[src/rtl/bcd_seq_converter_pkg.sv]
// bcd_pkg: shared FSM state type, 7-segment constants and the digit-to-segment lookup.
//   Segment encoding is active-low {g,f,e,d,c,b,a}; codes 10..15 decode to blank.
package bcd_pkg;
   typedef enum logic [1:0] {IDLE, SHIFT, DONE} bcd_state_t;
   localparam logic [6:0] SEG_BLANK = 7'h7F;
   localparam logic [6:0] SEG_ZERO  = 7'b1000000;
   function automatic logic [6:0] seg_lut(input logic [3:0] d);
      case (d)
         4'd0: seg_lut = SEG_ZERO;
         4'd1: seg_lut = 7'b1111001;
         4'd2: seg_lut = 7'b0100100;
         4'd3: seg_lut = 7'b0110000;
         4'd4: seg_lut = 7'b0011001;
         4'd5: seg_lut = 7'b0010010;
         4'd6: seg_lut = 7'b0000010;
         4'd7: seg_lut = 7'b1111000;
         4'd8: seg_lut = 7'b0000000;
         4'd9: seg_lut = 7'b0010000;
         default: seg_lut = SEG_BLANK;
      endcase
   endfunction
endpackage

[src/rtl/bcd_seq_converter_if.sv]
// bcd_seq_converter_if: input and output valid/ready channels of the converter.
//   master: drives in_valid, bin_in, out_ready (producer/consumer side)
//   slave : drives in_ready, out_valid, bcd_out, seg_out (converter side)
interface bcd_seq_converter_if #(parameter int WIDTH = 8, parameter int NUM_DIGITS = 3);
   logic                    in_valid;
   logic                    in_ready;
   logic [WIDTH-1:0]        bin_in;
   logic                    out_valid;
   logic                    out_ready;
   logic [4*NUM_DIGITS-1:0] bcd_out;
   logic [7*NUM_DIGITS-1:0] seg_out;
   modport master (output in_valid, bin_in, out_ready, input in_ready, out_valid, bcd_out, seg_out);
   modport slave (input in_valid, bin_in, out_ready, output in_ready, out_valid, bcd_out, seg_out);
endinterface

[src/rtl/bcd_seq_converter_seg_decoder.sv]
// bcd_seg_decoder: combinational BCD digit to active-low 7-segment pattern.
//   digit in 4  BCD code
//   blank in 1  force all segments off
//   seg   out 7 active-low {g..a}
module bcd_seg_decoder
   import bcd_pkg::*;
(
   input  logic [3:0] digit,
   input  logic       blank,
   output logic [6:0] seg
);
   assign seg = blank ? SEG_BLANK : seg_lut(digit);
endmodule

[src/rtl/bcd_seq_converter.sv]
// bcd_seq_converter: sequential double-dabble binary-to-BCD converter with 7-segment drive.
//   clk, rst_n (async active-low), bus (slave modport: in/out valid-ready, bcd_out, seg_out),
//   busy (conversion in progress). Optional macro LEADING_ZERO_BLANK_EN blanks leading zero digits.
module bcd_seq_converter
   import bcd_pkg::*;
#(
   parameter int WIDTH      = 8,
   parameter int NUM_DIGITS = 3
) (
   input  logic                clk,
   input  logic                rst_n,
   bcd_seq_converter_if.slave  bus,
   output logic                busy
);
   localparam int CW = $clog2(WIDTH + 1);
   localparam int BW = 4 * NUM_DIGITS;
   if (longint'(10) ** NUM_DIGITS < (longint'(1) << WIDTH)) begin : g_range_chk
      $error("bcd_seq_converter: NUM_DIGITS too small for WIDTH");
   end
   bcd_state_t          state;
   logic [BW-1:0]       scratch, adj, bcd_q;
   logic [WIDTH-1:0]    bin;
   logic [CW-1:0]       cnt;
   logic                ov;
   logic [BW+WIDTH-1:0] shifted;
   logic [7*NUM_DIGITS-1:0] seg;
   logic                accept;
   for (genvar d = 0; d < NUM_DIGITS; d++) begin : g_adj
      assign adj[4*d+:4] = scratch[4*d+:4] >= 4'd5 ? scratch[4*d+:4] + 4'd3 : scratch[4*d+:4];
   end
   assign shifted      = {adj, bin} << 1;
   assign bus.in_ready = state == IDLE || (state == DONE && bus.out_ready);
   assign accept       = bus.in_valid && bus.in_ready;
   assign bus.out_valid = ov;
   assign bus.bcd_out  = bcd_q;
   assign bus.seg_out  = seg;
   assign busy         = state == SHIFT;
   always_ff @(posedge clk or negedge rst_n) begin
      if (!rst_n) begin
         state   <= IDLE;
         ov      <= 1'b0;
         scratch <= '0;
         bin     <= '0;
         cnt     <= '0;
         bcd_q   <= '0;
      end else if (accept) begin
         bin     <= bus.bin_in;
         scratch <= '0;
         cnt     <= CW'(WIDTH);
         ov      <= 1'b0;
         state   <= SHIFT;
      end else if (state == SHIFT) begin
         {scratch, bin} <= shifted;
         cnt            <= cnt - CW'(1);
         if (cnt == CW'(1)) begin
            bcd_q <= shifted[BW+WIDTH-1:WIDTH];
            ov    <= 1'b1;
            state <= DONE;
         end
      end else if (state == DONE && bus.out_ready) begin
         ov    <= 1'b0;
         state <= IDLE;
      end
   end
   for (genvar i = 0; i < NUM_DIGITS; i++) begin : g_dig
      logic blank;
`ifdef LEADING_ZERO_BLANK_EN
      if (i == 0) begin : g_lsd
         assign blank = 1'b0;
      end else begin : g_msd
         // blank when this digit and every digit above it are zero
         assign blank = bcd_q[BW-1:4*i] == '0;
      end
`else
      assign blank = 1'b0;
`endif
      bcd_seg_decoder u_dec (.digit(bcd_q[4*i+:4]), .blank(blank), .seg(seg[7*i+:7]));
   end
endmodule

[src/flat_wrapper.sv]
// flat-port wrapper written by rule: the top's interface ports become plain ports
module bcd_seq_converter_flat import bcd_pkg::*;
#(
   parameter int WIDTH      = 8,
   parameter int NUM_DIGITS = 3
)
  (clk, rst_n, busy, bus_in_valid, bus_bin_in, bus_out_ready, bus_in_ready, bus_out_valid, bus_bcd_out, bus_seg_out);
  bcd_seq_converter_if #(.WIDTH(WIDTH), .NUM_DIGITS(NUM_DIGITS)) bus_i ();
  input  logic clk;
  input  logic rst_n;
  output logic busy;
  input wire logic [$bits(bus_i.in_valid)-1:0] bus_in_valid;
  input wire logic [$bits(bus_i.bin_in)-1:0] bus_bin_in;
  input wire logic [$bits(bus_i.out_ready)-1:0] bus_out_ready;
  output wire logic [$bits(bus_i.in_ready)-1:0] bus_in_ready;
  output wire logic [$bits(bus_i.out_valid)-1:0] bus_out_valid;
  output wire logic [$bits(bus_i.bcd_out)-1:0] bus_bcd_out;
  output wire logic [$bits(bus_i.seg_out)-1:0] bus_seg_out;
  assign bus_i.in_valid = bus_in_valid;
  assign bus_i.bin_in = bus_bin_in;
  assign bus_i.out_ready = bus_out_ready;
  assign bus_in_ready = bus_i.in_ready;
  assign bus_out_valid = bus_i.out_valid;
  assign bus_bcd_out = bus_i.bcd_out;
  assign bus_seg_out = bus_i.seg_out;
  bcd_seq_converter #(.WIDTH(WIDTH), .NUM_DIGITS(NUM_DIGITS)) u_core (.clk(clk), .rst_n(rst_n), .bus(bus_i), .busy(busy));
endmodule
[config.mk]
export PLATFORM = sky130hd
export DESIGN_NAME = bcd_seq_converter_flat
export DESIGN_NICKNAME = d
export VERILOG_FILES = /design/src/rtl/bcd_seq_converter_pkg.sv /design/src/rtl/bcd_seq_converter_if.sv /design/src/rtl/bcd_seq_converter_seg_decoder.sv /design/src/rtl/bcd_seq_converter.sv /design/src/flat_wrapper.sv
export SDC_FILE = /design/constraint.sdc
export NUM_CORES = 1
export LEC_CHECK = 0
export CORE_MARGIN = 2
export CORE_UTILIZATION = 52
export CTS_CLUSTER_DIAMETER = 120
export CTS_CLUSTER_SIZE = 8
export DETAILED_ROUTE_END_ITERATION = 16
export GPL_TIMING_DRIVEN = 0
export HOLD_SLACK_MARGIN = 0.15
export PLACE_DENSITY = 0.87
export SLEW_MARGIN = 40
export SYNTH_ARGS = -nofsm -noshare
export SYNTH_HDL_FRONTEND = slang
export SYNTH_SLANG_ARGS = --single-unit
[constraint.sdc]
create_clock -name clk -period 2 [get_ports clk]
set_input_delay 0.5 -clock clk [delete_from_list [all_inputs] [get_ports clk]]
set_output_delay 0.5 -clock clk [all_outputs]
set_load 0.005 [all_outputs]
==> Word-level counts from Yosys, hierarchy flattened <==
Memory sizes are Yosys's and may differ from the RTL's.
Cells that the tools add are included.
{ "classes": {"add_sub_neg": 4, "n_bitwise": 1, "order_cmp": 3, "reduce_logical": 8, "mux": 17, "eq_ne": 4} }
{ "ops": {"columns": ["op", "count"], "rows": [
  ["2-to-1 mux 12 bit", 2],
  ["2-to-1 mux 4 bit", 4],
  ["2-to-1 mux 8 bit", 2],
  ["greater-or-equal comparator 4 x 3 -> 1 bit, second input constant", 3],
  ["adder 4 x 2 -> 4 bit, second input constant", 2],
  ["2-to-1 mux 2 bit", 4],
  ["equality test 4 x 1 -> 1 bit, second input constant", 1],
  ["2-to-1 mux 1 bit", 4],
  ["subtractor 4 x 1 -> 4 bit, second input constant", 1],
  ["adder 3 x 2 -> 3 bit, second input constant", 1],
  ["2-to-1 mux 3 bit", 1],
  ["!= test 3 x 1 -> 1 bit, second input constant", 1],
  ["AND reduction 3 bit", 1],
  ["nonzero test 3 bit", 1],
  ["equality test 2 x 1 -> 1 bit, second input constant", 1],
  ["equality test 2 bit, second input constant", 1],
  ["logical AND 1 bit", 2],
  ["logical NOT 2 bit", 1],
  ["AND reduction 2 bit", 1],
  ["nonzero test 2 bit", 1],
  ["logical OR 1 bit", 1],
  ["inverter 1 bit", 1]
]} }
{ "totals": {"romBits": 336, "mem_count": 3, "inputBits": 12, "regBits": 39, "wordCells": 46} }
{ "memory_table": {"columns": ["name", "words", "width", "read_ports", "rd_ports_with_merged_regs", "wr", "line", "rtl"], "rows": [
  ["(name not given)", 16, 7, 1, 0, 0, "bcd_seq_converter_pkg.sv:8", "case (d)"],
  ["(name not given)", 16, 7, 1, 0, 0, "bcd_seq_converter_pkg.sv:8", null],
  ["(name not given)", 16, 7, 1, 0, 0, "bcd_seq_converter_pkg.sv:8", null]
]} }

==> Longest topological paths before layout <==
Gate-level depths: netlist (run 1).
{ "logic_depth": {"depth_word": 6, "ltp_mapped": 7} }

==> Cells and area by module <==
A second synthesis (run 1) with hierarchy kept.
{ "hier_totals": {"cells_unflattened": 265, "hier_area_um2": 2517.4} }
{ "by_module_without_submodules": {"columns": ["mod", "cells_each", "area_each_um2", "n_inst", "seq_area_each_um2"], "rows": [
  ["bcd_seq_converter", 166, 1811.7, 1, 950.9],
  ["bcd_seg_decoder", 33, 235.2, 3, 0.0]
]} }

==> Worst setup path after synthesis (run 1) <==
Ideal clock, no wire load.
{ "synth_path": {"path_kind": "reg-to-output", "startpoint": "reg u_core.bcd_q[9], in the netlist u_core.bus.bcd_out[9]", "endpoint": "out bus_seg_out[14]", "slack_ps": 287, "t_required_ps": 1500, "arrival_ps": 1213, "stages_incl_launch_ff": 6, "cell_sequence": "dfrtp_1 inv_1 ha_1 or2_2 a21oi_1 nor2_1"} }
{ "synth_via": {"elab_chain_cells": 1} }
{ "synth_lines": {"columns": ["element", "line", "rtl"], "rows": [
  ["start, declared", "bcd_seq_converter.sv:21", "logic [BW-1:0] scratch, adj, bcd_q;"],
  ["start signal, assigned", "bcd_seq_converter.sv:56", "bcd_q <= shifted[BW+WIDTH-1:WIDTH];"],
  ["memory read (16 x 7 bit)", null, null],
  ["end, declared", "flat_wrapper.sv:18", "output wire logic [$bits(bus_i.seg_out)-1:0] bus_seg_out;"]
]} }
Every way passes these cells.

==> Final worst setup path (run 1) <==
{ "layout_path": {"startpoint": "reg u_core.bcd_q[0], in the netlist u_core.bus.bcd_out[0]", "endpoint": "out bus_seg_out[3]"} }
The elaborated chain is that of the path after synthesis.

==> results of run 1 <==
cells in the mapped netlist:
cell type,number
a21oi_1,22
a22o_1,6
a22oi_1,9
a31oi_1,6
buf_2,7
buf_4,1
buf_6,1
clkbuf_1,2
clkinv_1,1
dfrtp_1,38
ha_1,23
inv_1,21
mux2_4,6
mux2i_1,3
nand2_1,37
nand2b_1,9
nor2_1,28
nor2b_1,1
nor3_1,4
nor3b_1,2
nor4_1,1
nor4b_4,1
o21ai_0,23
o21bai_1,1
o22ai_1,1
o31a_1,1
o31ai_1,1
or2_2,3
or3b_2,3
xnor2_1,4
xor2_1,1
sequential cells by signal (all words and copies together) (netlist names):
| name | flops |
|---|---|
| u_core.bus.bcd_out | 12 |
| u_core.scratch | 12 |
| u_core.bus.out_valid | 1 |
| u_core.bin | 8 |
| u_core.state | 1 |
| u_core.cnt | 4 |
through the flow:
stage          std cells  utilization  setup WS, ns  setup TNS, ns  power (W)
5_1_grt              409        0.795        -0.212          -1.18    0.00711
6_report             409        0.795        -0.135         -0.556    0.00659
3_5_place_dp         367        0.669        -0.294          -2.87    0.00505
2_1_floorplan        267            -         0.287              0    0.00349
3_3_place_gp         366        0.664        -0.442         -19.12    0.00488
4_1_cts              405        0.765        -0.233         -0.596    0.00612
what timing repair did:
| action | in CTS | in global routing |
|---|---|---|
| setup buffers | 30 | 5 |
| hold endpoints to repair | 0 | 0 |
| endpoints found under the setup margin | 23 | 22 |
| resized for setup | 110 | 57 |
| pin swaps | 13 | 12 |
| gates cloned | 0 | 0 |
per-layer routing:
metal  vias up  track usage  wire, um
met4         0       0.0818        91
met5         -            0         0
met3        13       0.0408       285
met2        69        0.481      3290
met1      1053        0.317      2700
li1       1082            -         -
kinds of logic (layout without fill, tap and decap cells):
logic type,after synthesis,in the layout,synth area share
AND/OR/NAND/NOR,89,89,0.175
AO/OA/AOI/OAI,70,70,0.174
flip-flops,38,38,0.400
buffers and inverters,33,123,0.0606
adder cells (fa/ha/maj),23,23,0.121
multiplexers,9,9,0.0506
XOR/XNOR,5,5,0.0184
layout make-up:
class	instances	area (um^2)	area share
clock inverters	1	5.00	0.00144
plain buffers	11	87.6	0.0251
repair buffers	82	688	0.197
flip-flops and latches	38	957	0.275
inverters	22	110	0.0316
multi-input cells	196	1490	0.426
well taps	52	65.1	0.0187
clock buffers	7	86.3	0.0248
worst max-delay path: cells and delay by family, from the launching register on:
family	cells	cell delay [ns]
adders and majority gates	1	0.14
buffers and inverters	3	0.38
DFF	1	0.39
AOI/OAI and AO/OA	2	0.19
and+or+nand+nor	1	0.25
power by group through the flow:
stage	Clock (W)	Sequential (W)	Combinational, W
after CTS	0.000552	0.00147	0.00410
after detailed placement	0	0.00155	0.00350
after floorplan	0	0.00146	0.00203
after global routing	0.000577	0.00157	0.00497
after global placement	0	0.00152	0.00337
final	0.000542	0.00152	0.00453
how the worst max path moves through the flow:
stage / end / slack, ns / cells after the start
CTS: bus_seg_out[3] / -0.23 / 8
global route: bus_seg_out[2] / -0.21 / 7
floorplan: bus_seg_out[14] / 0.29 / 5
detailed placement: bus_seg_out[10] / -0.29 / 6
global placement: u_core.bus.bcd_out[4]$_DFFE_PN0P_ / -0.44 / 1
finish: bus_seg_out[3] / -0.13 / 7
==> results, run 1 <==
- The placeable core area is about 4400 um^2.
- The die is 71.6 um wide.
- The shortest period the worst path allows is approximately 2.1 ns.
- Of the total power, the share spent switching nets is 0.434.
- dfrtp_1 takes more of the synthesized area than any other cell.
- The flow ran to the end, but the final reports show violations.
- The cell at the root of the clock tree is clkbuf_8.
- The slew at the pin with the worst max-slew slack is 0.463 ns.
- The largest individual stage delay along the critical path comes from the cell dfrtp_1.
- At the end of routability-driven placement, the weighted congestion stood at 0.877.
- The detail-routed net length per standard cell is between 15 and 20 um.
- The critical path starts at u_core.bus.bcd_out[0]$_DFFE_PN0P_.
- For this run, the number of Yosys warnings is 0.
- The summed instance area of the synthesized netlist is between 2000 and 2500 um^2.
- The number of nets in the synthesized netlist is 302.
- The post-detailed-route count of antenna-violating nets is 0.
- The worst hold slack is approximately 0.15 ns.
- The buffer levels on the longest clock path is 2.
- Based on the critical path, the design can be clocked at up to 0.468 GHz.
- The share of post-route cells with drive strength above 1 is 0.353.
- The worst hold path belongs to the class in -> async.
- The DRC violations left is 0.
- The worst max-slew margin expressed relative to the limit is 0.689.
- The length in cells of the worst reg-to-reg path is 6.
- Yosys attributes the largest share of cell area to dfrtp_1 40%, ha_1 12%, nand2_1 5.8%.
- The layout filler cell count is 294.
- Relative to the synthesized area, the layout overhead comes to 46.7%.
- The effective utilization at floorplan is 0.542.
- The signal on the critical path passes through buf_6 -> ha_4 -> or2_4 -> a21oi_4 -> buf_6 -> a31oi_1 -> buf_2.
- The number of global-route vias before repair came to ~2.4k.
- Data on the critical path arrives at its endpoint at 1.63 ns.
- From bottom edge to top edge, the die measures 71.6 um.
- The sequential-to-total area share from yosys stat is 0.400.
- The half-perimeter wire length after placement is 3.76 mm.
- After routing the design area is 3490 um^2.
- The global-route usage over all layers is 0.263.
- Leaving out fill and tap cells, the most frequent cells in the layout are 33 x nand2_1, 33 x dfrtp_1, 27 x buf_4.
- The count of pins over their slew limit came to 0.
- The die covers between 5000 and 6000 um^2.
- 0 antenna diodes ended up in the layout.
- Clock latency on the worst-skew pair, taken at its later pin, is around 0.29 ns.
- TritonCTS built the clock tree.
- In this run the critical register-to-register path is launched from u_core.scratch[0]$_DFFE_PN0P_.
- The H-tree generated during clock tree synthesis spans 2 levels.
- The proportion of power drawn by combinational gates is 0.687.
- After clock tree synthesis, the clock-pin slew on the worst setup and hold paths is 0.07 ns.
- The number of failing hold endpoints at the final stage came to 0.
- The quantity of hold-fixing buffers added after cts is 0.
- The total grt overflow is 0.
- STA puts the critical path data required time at 1.50 ns.
- The TritonCTS buffer count is 5.
- Setup violations remaining at the end of the flow were counted as 10.
- STA classifies the critical path startpoint as a flop.
- By instance count, the cell type seen most on the critical path is buf_6.
- The internal power of the cells totals roughly 0.0037 W.
- The number of DRC markers in iteration 0 is between 70 and 80.
- The tree built by TritonCTS fans out to 38 sinks.
- During I/O placement, the number of pins put on the boundary was 48.
- Yosys mapped the design onto 31 distinct sky130hd cell types.
- Entering global routing, the biggest net connects 23 pins.
- The total detailed-routing wirelength is 6.36 mm.
- IR analysis of the VDD net gives a maximum drop of 997 uV.
- In this run the power density over the cells is 1890 nW/um^2.
- The setup skew after layout is 0.00143 ns.
- The switching power summed over all nets is 0.00286 W.
- The post-synthesis register bit count is 38.
- In this run the cell area measured after placement is 2930 um^2.
- The area share of the leading cell type in the synthesized netlist is 0.400.
- In this run the worst path has a maximum fanout of 2.
- The sequential fraction of design power is 0.231.
- The post-synthesis cell count is 267.
- Setup repair after global routing could not meet its margin everywhere.
- The minimum setup slack in the final design is -0.135 ns.
- After synthesis, the mean cell area works out to ~8.9 um^2.
- The worst setup path is captured at an output pin.
- The first-pass GRT wire length is approximately 11 mm.
- Of the total power, the clock network draws 0.082.
- The endpoint identified for the worst register-to-register timing path is u_core.bus.bcd_out[2]$_DFFE_PN0P_.
- Dividing the final minimum period by the clock period gives 1.07.
- The reg2reg setup slack is 0.29 ns.
- For this run, the detailed router's first-pass iteration total came to 4.
- The worst stage delay on the critical path is 0.39 ns.
- The final reports fail on negative setup slack.
- At the end of the flow, the number of nets in the layout was 391.
- The tool flagged a number of max-cap violations equal to 0.
- The per-cell via count in the routed design is roughly 5.4.
- The type of the setup path with the least slack is reg -> out.
- The count of input and output buffers is between 40 and 50.
- The initial antenna violation count came to 0.
- In this run the static leakage power is 1.61 nW.
- The initialized floorplan defines 24 standard-cell rows.
- The total number of vias is 2217.
Note: power is estimated with default switching activity, not from simulation.
==> inputs of run 2 (changes only) <==
Settings changed: ABC_CLOCK_PERIOD_IN_PS from default to 2000.
==> results of run 2 <==
The final DEF is identical to that of run 1; final timing and power are the same.
